**config.mk**
```make
export PLATFORM = sky130hd
export DESIGN_NAME = and_sweep_ctrl
export DESIGN_NICKNAME = d
export VERILOG_FILES = /design/src/rtl/and_sweep_ctrl.sv
export SDC_FILE = /design/constraint.sdc
export NUM_CORES = 1
export LEC_CHECK = 0
export ABC_AREA = 1
export BUFFER_PORTS_ARGS = -buffer_cell sky130_fd_sc_hd__buf_4
export CAP_MARGIN = 5
export CORE_MARGIN = 1
export CORE_UTILIZATION = 45
export DETAILED_ROUTE_END_ITERATION = 10
export GPL_TIMING_DRIVEN = 0
export PLACE_DENSITY = 0.62
export SYNTH_ARGS = -nofsm -noshare
export SYNTH_HDL_FRONTEND = slang
export SYNTH_SLANG_ARGS = --single-unit
export TNS_END_PERCENT = 100
```
**constraint.sdc**
```tcl
create_clock -name clk -period 1.46 [get_ports clk]
set_input_delay 0.073 -clock clk [delete_from_list [all_inputs] [get_ports clk]]
set_output_delay 0.073 -clock clk [all_outputs]
set_load 0.02 [all_outputs]
```
**src/rtl/and_sweep_ctrl.sv**
```systemverilog
// Self-test sequencer for a two-input AND gate: sweeps a/b through 00..11,
// captures y into a truth table and compares it against EXPECTED.
// Optional: define AND_SWEEP_SYNC_IN_EN to pass y_in through a 2-flop synchronizer.
module and_sweep_ctrl #(
  parameter int         DWELL    = 4,
  parameter logic [3:0] EXPECTED = 4'b1000
) (
  input  logic       clk,
  input  logic       rst,
  input  logic       start,
  input  logic       y_in,
  output logic       a_out,
  output logic       b_out,
  output logic       busy,
  output logic       done,
  output logic       pass,
  output logic [3:0] table_out
);

  typedef enum logic {IDLE, RUN} state_t;

  localparam logic [7:0] RELOAD = 8'(DWELL - 1);

  state_t     state, state_nxt;
  logic [1:0] idx, idx_nxt;
  logic [7:0] cnt, cnt_nxt;
  logic [3:0] tbl, tbl_nxt;
  logic [3:0] table_nxt;
  logic       done_nxt, pass_nxt, run_nxt;
  logic       y_s;

`ifdef AND_SWEEP_SYNC_IN_EN
  // y_in may be asynchronous to clk; sampled value lags two edges.
  logic [1:0] sync_q;
  always_ff @(posedge clk or posedge rst) begin
    if (rst) sync_q <= '0;
    else     sync_q <= {sync_q[0], y_in};
  end
  assign y_s = sync_q[1];
`else
  assign y_s = y_in;
`endif

  always_comb begin
    state_nxt = state;
    idx_nxt   = idx;
    cnt_nxt   = cnt;
    tbl_nxt   = tbl;
    table_nxt = table_out;
    pass_nxt  = pass;
    done_nxt  = 1'b0;
    case (state)
      IDLE: begin
        if (start) begin
          state_nxt = RUN;
          idx_nxt   = 2'd0;
          cnt_nxt   = RELOAD;
          tbl_nxt   = 4'd0;
        end
      end
      RUN: begin
        if (cnt != 8'd0) begin
          cnt_nxt = cnt - 8'd1;
        end else begin
          tbl_nxt[idx] = y_s;
          cnt_nxt      = RELOAD;
          if (idx != 2'd3) begin
            idx_nxt = idx + 2'd1;
          end else begin
            state_nxt = IDLE;
            table_nxt = tbl_nxt;
            pass_nxt  = (tbl_nxt == EXPECTED);
            done_nxt  = 1'b1;
          end
        end
      end
      default: state_nxt = IDLE;
    endcase
    run_nxt = (state_nxt == RUN);
  end

  // Stimulus outputs are registered from next-state so they change on the same edge as idx.
  always_ff @(posedge clk or posedge rst) begin
    if (rst) begin
      state     <= IDLE;
      idx       <= 2'd0;
      cnt       <= 8'd0;
      tbl       <= 4'd0;
      a_out     <= 1'b0;
      b_out     <= 1'b0;
      busy      <= 1'b0;
      done      <= 1'b0;
      pass      <= 1'b0;
      table_out <= 4'd0;
    end else begin
      state     <= state_nxt;
      idx       <= idx_nxt;
      cnt       <= cnt_nxt;
      tbl       <= tbl_nxt;
      a_out     <= run_nxt & idx_nxt[1];
      b_out     <= run_nxt & idx_nxt[0];
      busy      <= run_nxt;
      done      <= done_nxt;
      pass      <= pass_nxt;
      table_out <= table_nxt;
    end
  end

endmodule

```
==> flow_metrics.py, run 1 <==
metrics = {
    "setup_path": {
        "path_max_fanout": 9,
        "crit_path_end_kind": "flip-flop",
        "critical_path_required_ns": 1.70,
        "critPathArrivalTime_ns": 1.60,
        "cp-start-kind": "flip-flop",
        "path_class": "flip-flop to flip-flop",
    },
    "placement": {
        "portBuffers": 12,
        "dp.cells": 174,
        "dp_hpwl_um": 1628,
        "place.gp.congestion": 0.8091,
        "placed_area_um2": 1286,
        "dp_worst_setup_slack_ns": -0.01907,
    },
    "yosys": {
        "synthCells": 132,
        "muxShareOfSynthArea_pct": 0,
        "yosys_warnings": 0,
        "syn_avg_cell_area_um2": 8.777,
        "synth-seq-area-share_pct": 47.52,
        "yosys.area_share.simple_pct": 30.35,
        "synth-xor-area-share_pct": 0.7559,
        "synth.distinct_cells": 27,
        "ys_seq_elements": 22,
        "synth_top_family_by_area": "simple AND/OR/NAND/NOR gates",
        "synthAdderAreaFrac_pct": 1.080,
        "synth_compound_area_share_pct": 11.88,
        "synth_nets": 137,
        "netlist_area_um2": 1159,
    },
    "grt": {
        "antenna_found_initial": 0,
        "grt_start_max_net_pins": 23,
        "overflow": 0,
        "grt_use_total_pct": 18.62,
        "grt_pass1_vias": 886,
        "grt_pass1_wl_um": 3712,
    },
    "floorplan": {
        "die_y_um": 52.74,
        "dieArea_um2": 2782,
        "initial_core_util_pct": 47.20,
        "rows": 18,
        "io_pins": 13,
        "die_x_um": 52.74,
        "core_um2": 2455,
    },
    "routing": {
        "finalWirelength_um": 2166,
        "dr.pass1.iters": 3,
        "vias_per_cell": 5.101,
        "initialDrtViolationCount": 11,
        "ant_nets": 0,
        "wl_per_cell_um": 12.10,
        "drc": 0,
        "via_count": 913,
    },
    "clock_network": {
        "cts_buffers": 3,
        "cts.path.max_buffers": 2,
        "cts-root-buf": "clkbuf_4",
        "htree_levels": 1,
        "cts.clk_slew.worst_paths_ns": 0.11,
        "cts_tree": "yes",
        "cts_sinks": 22,
        "clk_latency_ns": 0.30,
    },
    "timing": {
        "period_minus_slack_ns": 1.357,
        "setup_tns_ns": 0,
        "worstMarginPinSlew_ns": 0.8323,
        "finalCritPeriodShare_pct": 92.92,
        "relSlewSlack_pct": 44.45,
        "hold_slack_ns": 0.05616,
        "setup_slack_ns": 0.1034,
        "drv_slew": 0,
        "finalSetupViolCount": 0,
        "fmax_ghz": 0.7371,
        "final.setup_skew_ns": 0.003727,
        "hold_viol": 0,
    },
    "power": {
        "p_comb_share_pct": 48.6,
        "leakage_nw": 0.6618,
        "power_frac_seq_pct": 41.6,
        "vdd_drop_max_mv": 0.9823,
        "p_int_mw": 1.505,
        "power_density_nw_per_um2": 2010,
        "sw_frac_of_total_pct": 44.06,
        "switchingPower_mw": 1.185,
        "pwr-share-clk_pct": 9.8,
    },
    "finish": {
        "syn_to_final_growth_pct": 15.55,
        "stdcell_count": 179,
        "layout_commonest_cell": "nand2_1",
        "drive_above_1_share_pct": 28.19,
        "diodes": 0,
        "post-route-cell-area_um2": 1339,
        "fin_nets": 156,
        "mostFrequentLayoutCells": "nand2_1, dfrtp_1, buf_4, inv_1",
    },
    "flow_run": {
        "cap_violations": 0,
    },
    "min_path": {
        "holdCritPathClass": "primary input to flip-flop",
    },
    "outcome": {
        "status": "finished clean",
    },
}
-- power by group through the flow --
stage	registers, mW	clock network (mW)	logic [mW]
2_1_floorplan	1.21	0	0.826
3_3_place_gp	1.12	0	1.22
3_5_place_dp	1.13	0	1.25
4_1_cts	1.12	0.282	1.26
5_1_grt	1.16	0.308	1.49
6_report	1.12	0.264	1.31
-- repair_timing --
| action | in CTS | in global routing |
|---|---|---|
| setup endpoints to repair | 9 | 16 |
| pin swaps | 1 | 0 |
| buffers inserted | 0 | 1 |
| hold buffers | 1 | 0 |
| endpoints found under the hold margin | 22 | 0 |
| resized for setup | 1 | 3 |
-- through the flow --
step,power [mW],utilization [%]
finish,2.691,54.54
global route,2.954,54.54
CTS,2.666,53.82
detailed placement,2.382,52.40
global placement,2.338,52.40
floorplan,2.033,-
-- final cells by class --
| type | instances | area [um^2] |
|---|---|---|
| clock buffers | 3 | 22.52 |
| well taps | 30 | 37.54 |
| multi-input cells | 87 | 523.0 |
| inverters | 21 | 78.83 |
| flip-flops and latches | 22 | 550.5 |
| fillers | 229 | 1116 |
| plain buffers | 2 | 18.77 |
| repair buffers | 14 | 107.6 |
-- registers in the layout, indices dropped and copies added, names as in the netlist --
| name | cells |
|---|---|
| pass | 1 |
| state | 1 |
| idx | 2 |
| tbl | 3 |
| table_out | 4 |
| cnt | 8 |
| done | 1 |
| a_out | 1 |
| b_out | 1 |
-- per-layer routing --
| metal | routed length, um | vias up | global-route usage, % |
|---|---|---|---|
| met4 | 34 | 0 | 10.96 |
| met5 | 0 | - | 0 |
| met2 | 1139 | 7 | 31.65 |
| li1 | - | 461 | - |
| met1 | 957 | 441 | 21.84 |
| met3 | 34 | 4 | 2.899 |
-- kinds of logic after synthesis --
family,after synthesis
AO/OA/AOI/OAI,25
AND/OR/NAND/NOR,60
buffers and inverters,23
XOR/XNOR,1
flip-flops,22
adder cells (fa/ha/maj),1
-- critical path, stage by stage, from the launching register on --
cell     delay [ns]
dfrtp_1        0.42
inv_2          0.09
ha_4           0.16
nand2_2        0.08
nor2_4         0.11
nand3_2        0.10
buf_6          0.15
nor2_4         0.07
nand3_2        0.06
nand2_1        0.06
-- path summary, 6_finish.rpt --
kind	startpoint	endpoint	slack, ns	depth (start not counted)
worst min register to register	table_out[2]	table_out[2]	0.51	2
worst max register to register	cnt[0]	pass	0.10	9
min in group asynchronous	rst	cnt[3]	0.49	3
worst max-delay path	cnt[0]	pass	0.10	9
max in group asynchronous	rst	idx[1]	0.45	3
worst min-delay path	start	cnt[7]	0.06	4
-- synthesized netlist by cell type --
library cell	n	area, um^2
nor2_4	5	56.30
a22oi_1	1	7.510
nand4_1	1	6.260
nand3_4	1	17.52
o31ai_1	1	7.510
a21oi_1	3	15.01
nor3_2	1	10.01
inv_1	15	56.30
nand3_2	4	40.04
nand2_4	1	11.26
and2_1	1	6.260
o22ai_1	1	6.260
dfrtp_1	22	550.5
o21ai_1	10	50.05
xor2_1	1	8.760
nor2_8	1	20.02
buf_6	1	11.26
o21ai_0	7	35.03
o211ai_1	1	7.510
buf_4	1	7.510
a21oi_2	1	8.760
nor2_1	9	33.78
nand2_1	25	93.84
nand2_2	1	6.260
nand3_1	10	50.05
inv_2	6	22.52
ha_1	1	12.51
Power figures use the tool's default switching activity.
==> run 2, diff against run 1 <==
--- a/config.mk
+++ b/config.mk
@@ -7,12 +7,12 @@
 export LEC_CHECK = 0
 export ABC_AREA = 1
 export BUFFER_PORTS_ARGS = -buffer_cell sky130_fd_sc_hd__buf_4
-export CAP_MARGIN = 5
 export CORE_MARGIN = 1
 export CORE_UTILIZATION = 45
 export DETAILED_ROUTE_END_ITERATION = 10
 export GPL_TIMING_DRIVEN = 0
 export PLACE_DENSITY = 0.62
+export SETUP_SLACK_MARGIN = 0.15
 export SYNTH_ARGS = -nofsm -noshare
 export SYNTH_HDL_FRONTEND = slang
 export SYNTH_SLANG_ARGS = --single-unit
==> run 2 against run 1 <==
Against the previous run:
- sequential share of layout area fell by 3.0 points
- via count is 0.88% higher
- global-route usage grew 0.73 points
- die area is the same
- cell area up 8.0%
- core utilization increased by 4.4 points
- clock skew up 0.0060 ns
- hold slack lost 0.016 ns
- clock power increased by 36%
- routed wire length increased by 9.8%
- critical endpoint unchanged
- largest power group unchanged
==> flow_metrics.py, run 2 (synthesized netlist as in run 1, its figures left out) <==
metrics = {
    "outcome": {
        "status": "finished clean",
    },
    "grt": {
        "antenna_found_initial": 0,
        "grt_pass1_vias": 882,
        "grt_start_max_net_pins": 23,
        "grt_pass1_wl_um": 3884,
        "overflow": 0,
        "grt_use_total_pct": 19.35,
    },
    "routing": {
        "finalWirelength_um": 2379,
        "wl_per_cell_um": 12.86,
        "drc": 0,
        "via_count": 921,
        "vias_per_cell": 4.978,
        "ant_nets": 0,
        "initialDrtViolationCount": 10,
        "dr.pass1.iters": 4,
    },
    "clock_network": {
        "clk_latency_ns": 0.32,
        "cts_tree": "yes",
        "cts_sinks": 22,
        "cts_buffers": 3,
        "cts.path.max_buffers": 2,
        "cts-root-buf": "clkbuf_4",
        "htree_levels": 1,
        "cts.clk_slew.worst_paths_ns": 0.13,
    },
    "setup_path": {
        "cp_cell_sequence": "inv_2, ha_4, nand2_4, nor2_4, nand3_4, buf_6, nor2_4, nand3_2, nand2_1",
        "slowest_stage": "dfrtp_1",
        "path_max_fanout": 5,
        "cp-start-kind": "flip-flop",
        "critical_path_required_ns": 1.73,
        "path_class": "flip-flop to flip-flop",
        "crit_path_end_kind": "flip-flop",
        "worst_path_most_repeated_cell": "nor2_4",
        "cp_slowest_stage_delay_ns": 0.42,
        "critPathArrivalTime_ns": 1.60,
    },
    "finish": {
        "layout_commonest_cell": "nand2_1",
        "syn_to_final_growth_pct": 24.84,
        "top_regs": "cnt (8), table_out (4), tbl (3)",
        "diodes": 0,
        "largest_reg_flops": 8,
        "fin_nets": 161,
        "mostFrequentLayoutCells": "nand2_1, dfrtp_1, buf_4, o21ai_1, inv_1",
        "post-route-cell-area_um2": 1446,
        "regMostFlops": "cnt",
        "drive_above_1_share_pct": 36.77,
    },
    "floorplan": {
        "rows": 18,
        "io_pins": 13,
        "core_um2": 2455,
        "initial_core_util_pct": 47.20,
        "die_x_um": 52.74,
        "die_y_um": 52.74,
        "dieArea_um2": 2782,
    },
    "timing": {
        "relSlewSlack_pct": 44.59,
        "drv_slew": 0,
        "fmax_ghz": 0.7507,
        "finalCritPeriodShare_pct": 91.24,
        "worstMarginPinSlew_ns": 0.8302,
        "final.setup_skew_ns": 0.009730,
        "finalSetupViolCount": 0,
        "period_minus_slack_ns": 1.332,
        "setup_tns_ns": 0,
        "rsz0062_at_grt": "true",
        "hold_viol": 0,
    },
    "power": {
        "sw_frac_of_total_pct": 44.35,
        "p_comb_share_pct": 50.0,
        "power_frac_seq_pct": 38.1,
        "p_int_mw": 1.668,
        "pwr-share-clk_pct": 11.9,
        "leakage_nw": 0.7050,
        "switchingPower_mw": 1.330,
        "vdd_drop_max_mv": 1.116,
        "power_density_nw_per_um2": 2073,
    },
    "placement": {
        "place.gp.congestion": 0.8131,
        "placed_area_um2": 1289,
        "portBuffers": 12,
        "dp_hpwl_um": 1617,
    },
    "min_path": {
        "holdCritPathClass": "primary input to flip-flop",
    },
    "flow_run": {
        "cap_violations": 0,
    },
}
==> run 2: cell types whose count changed in the layout (fill, tap and decap cells not counted), sizes merged <==
cell	before	now
buf	15	20
clkbuf	3	4
==> run 2: power groups by stage <==
stage               registers, mW  clock network, mW  logic [mW]
finish                       1.14              0.358        1.50
global route                 1.17              0.388        1.67
CTS                          1.12              0.363        1.42
detailed placement           1.13                  0        1.27
global placement             1.12                  0        1.22
floorplan                    1.21                  0       0.831
==> run 2: area by class of cell <==
| class | instances | area (um^2) |
|---|---|---|
| fillers | 215 | 1008 |
| inverters | 21 | 78.83 |
| well taps | 30 | 37.54 |
| repair buffers | 19 | 148.9 |
| flip-flops and latches | 22 | 551.8 |
| clock buffers | 4 | 36.28 |
| multi-input cells | 87 | 574.3 |
| plain buffers | 2 | 18.77 |
==> run 2: per-stage QoR <==
step | cells | power (mW) | hold slack, ns | worst slack [ns] | utilization (%)
after floorplan | 132 | 2.039 | 0.06223 | 0.1535 | -
after global placement | 174 | 2.344 | 0.2934 | 0.05743 | 52.50
after detailed placement | 174 | 2.394 | 0.3041 | 0.02966 | 52.50
after CTS | 184 | 2.903 | 0.02513 | 0.1188 | 56.83
after global routing | 185 | 3.234 | 0.05082 | 0.06126 | 58.92
final | 185 | 2.998 | 0.04013 | 0.1280 | 58.92
==> run 2: worst max-delay path: cells and delay by family (launching register included) <==
kind | cells | cell delay, ns
simple gates | 6 | 0.47
fa+ha+maj | 1 | 0.17
flops | 1 | 0.42
buf+inv | 2 | 0.24
==> run 2: final timing paths <==
path | from | to | slack, ns | cells after the start
worst max-delay path | cnt[0] | pass | 0.13 | 9
worst min-delay path | start | cnt[0] | 0.04 | 3
worst max register to register | cnt[0] | pass | 0.13 | 9
worst min register to register | pass | pass | 0.50 | 2
max in group asynchronous | rst | cnt[3] | 0.44 | 3
min in group asynchronous | rst | tbl[0] | 0.46 | 3
==> run 2: timing repair <==
action / 4_1_cts / 5_1_grt
setup endpoints to repair: 18 / 19
gates cloned: 1 / 0
endpoints found under the hold margin: 22 / 0
setup buffers: 4 / 1
resized for setup: 7 / 15
pin swaps: 7 / 4
hold buffers: 1 / 0
==> run 2: metal layers <==
| metal | up-vias | share of wire (%) | global-route usage [%] |
|---|---|---|---|
| li1 | 471 | - | - |
| met1 | 431 | 50 | 26.53 |
| met5 | - | 0 | 0 |
| met4 | 0 | 2.2 | 9.649 |
| met3 | 4 | 1.9 | 3.478 |
| met2 | 15 | 46 | 28.90 |
==> run 3, diff against run 2 <==
--- a/config.mk
+++ b/config.mk
@@ -11,7 +11,7 @@
 export CORE_UTILIZATION = 45
 export DETAILED_ROUTE_END_ITERATION = 10
 export GPL_TIMING_DRIVEN = 0
-export PLACE_DENSITY = 0.62
+export PLACE_DENSITY = 0.75
 export SETUP_SLACK_MARGIN = 0.15
 export SYNTH_ARGS = -nofsm -noshare
 export SYNTH_HDL_FRONTEND = slang
==> run 3 against run 2 <==
Against the previous run:
- total power down 0.48%
- critical endpoint is now tbl[2]
- setup slack worse by 0.021 ns
- fmax down 1.5%
- routed wire length up 3.5%
==> flow_metrics.py, run 3 (synthesized netlist as in run 1, its figures left out) <==
metrics = {
    "floorplan": {
        "dieArea_um2": 2782,
        "rows": 18,
        "io_pins": 13,
        "initial_core_util_pct": 47.20,
        "die_y_um": 52.74,
        "die_x_um": 52.74,
        "core_um2": 2455,
    },
    "routing": {
        "dr_wl_met3_um": 49,
        "finalWirelength_um": 2463,
        "top_layer": "met4",
        "drc": 0,
        "met1_length_um": 1066,
        "initialDrtViolationCount": 7,
        "dr.pass1.iters": 4,
        "wl_per_cell_um": 13.17,
        "ant_nets": 0,
        "vias_per_cell": 5.112,
        "via_count": 956,
        "route.met2.wl_um": 1333,
    },
    "timing": {
        "fmax_ghz": 0.7393,
        "finalCritPeriodShare_pct": 92.64,
        "setup_tns_ns": 0,
        "rsz0062_at_grt": "true",
        "finalSetupViolCount": 0,
        "setup_slack_ns": 0.1074,
        "relSlewSlack_pct": 43.85,
        "drv_slew": 0,
        "hold_slack_ns": 0.04899,
        "final.setup_skew_ns": 0.007163,
        "worstMarginPinSlew_ns": 0.8413,
        "period_minus_slack_ns": 1.353,
        "hold_viol": 0,
    },
    "finish": {
        "top_regs": "cnt (8), table_out (4), tbl (3)",
        "mostFrequentLayoutCells": "nand2_1, dfrtp_1, buf_4, o21ai_1, inv_1",
        "multi_input_area_um2": 578.1,
        "syn_to_final_growth_pct": 25.70,
        "drive_above_1_share_pct": 38.85,
        "seq_area_um2": 551.8,
        "num-fill-cells": 233,
        "post-route-cell-area_um2": 1456,
        "fin_nets": 164,
        "regMostFlops": "cnt",
        "fin_util_pct": 59.33,
        "diodes": 0,
        "stdcell_count": 187,
        "largest_reg_flops": 8,
        "layout_commonest_cell": "nand2_1",
    },
    "placement": {
        "dp_worst_setup_slack_ns": 0.01569,
        "portBuffers": 12,
        "dp.cells": 174,
        "dp_hpwl_um": 1687,
        "placed_area_um2": 1289,
        "place.gp.congestion": 0.7916,
    },
    "setup_path": {
        "critical_path_required_ns": 1.65,
        "crit_path_end_kind": "flip-flop",
        "cp-start-kind": "flip-flop",
        "critPathArrivalTime_ns": 1.54,
        "path_class": "flip-flop to flip-flop",
        "path_max_fanout": 5,
    },
    "min_path": {
        "holdCritPathClass": "primary input to flip-flop",
    },
    "power": {
        "design_power_total_mw": 2.984,
        "vdd_drop_max_mv": 1.387,
        "power_density_nw_per_um2": 2049,
        "leakage_nw": 0.7116,
    },
    "clock_network": {
        "cts-root-buf": "clkbuf_4",
        "cts.path.max_buffers": 2,
        "clk_latency_ns": 0.30,
        "cts_sinks": 22,
        "cts_tree": "yes",
        "cts.clk_slew.worst_paths_ns": 0.12,
        "htree_levels": 1,
        "cts_buffers": 3,
    },
    "outcome": {
        "status": "finished clean",
    },
    "flow_run": {
        "cap_violations": 0,
    },
    "grt": {
        "grt_pass1_wl_um": 4284,
        "overflow": 0,
        "grt_pass1_vias": 977,
        "grt_use_total_pct": 21.57,
        "grt_start_max_net_pins": 23,
        "antenna_found_initial": 0,
    },
}
-- run 3: cell count changes in the layout (fill, tap and decap cells not counted), sizes merged --
cell	before	now
buf	20	23
clkbuf	4	3
-- run 3: path summary, 6_finish.rpt --
check / start / to / slack, ns / cells after the start
max in group asynchronous: rst / cnt[3] / 0.40 / 3
setup reg to reg: cnt[0] / tbl[2] / 0.11 / 8
hold reg to reg: table_out[3] / table_out[3] / 0.51 / 2
setup / recovery: cnt[0] / tbl[2] / 0.11 / 8
min in group asynchronous: rst / tbl[1] / 0.49 / 3
hold / removal: start / cnt[7] / 0.05 / 4
-- run 3: metal layers --
layer	track usage, %	vias to the layer above
li1	-	481
met1	25.36	463
met2	37.76	10
met3	3.768	2
met4	9.649	0
met5	0	-
-- run 3: cell type report --
class / count / area share, %
Buffer: 2 / 1.289
Tap cell: 30 / 2.577
Clock buffer: 3 / 1.546
Inverter: 21 / 5.412
Timing Repair Buffer: 22 / 11.60
Multi-Input combinational cell: 87 / 39.69
Sequential cell: 22 / 37.89
-- run 3: repair_timing --
item	in CTS	in global routing
gates resized for setup	5	21
pin swaps	6	4
endpoints found under the hold margin	22	0
cloned	1	0
hold buffers	1	0
endpoints found under the setup margin	19	17
buffers inserted	4	4
-- run 3: worst max-delay path: stages, from the launching register on --
cell and delay [ns]:
dfrtp_1 0.42, inv_2 0.09, ha_4 0.18, nand2_4 0.06, nor2_4 0.13, nand3_4 0.09
buf_6 0.14, nand3_1 0.06, o21ai_1 0.07
-- run 3: report_power, final --
part / total, mW / switching [mW] / internal, mW
Sequential: 1.13 / 0.252 / 0.879
Combinational: 1.58 / 0.895 / 0.685
Clock: 0.272 / 0.176 / 0.0961
Total: 2.98 / 1.32 / 1.66
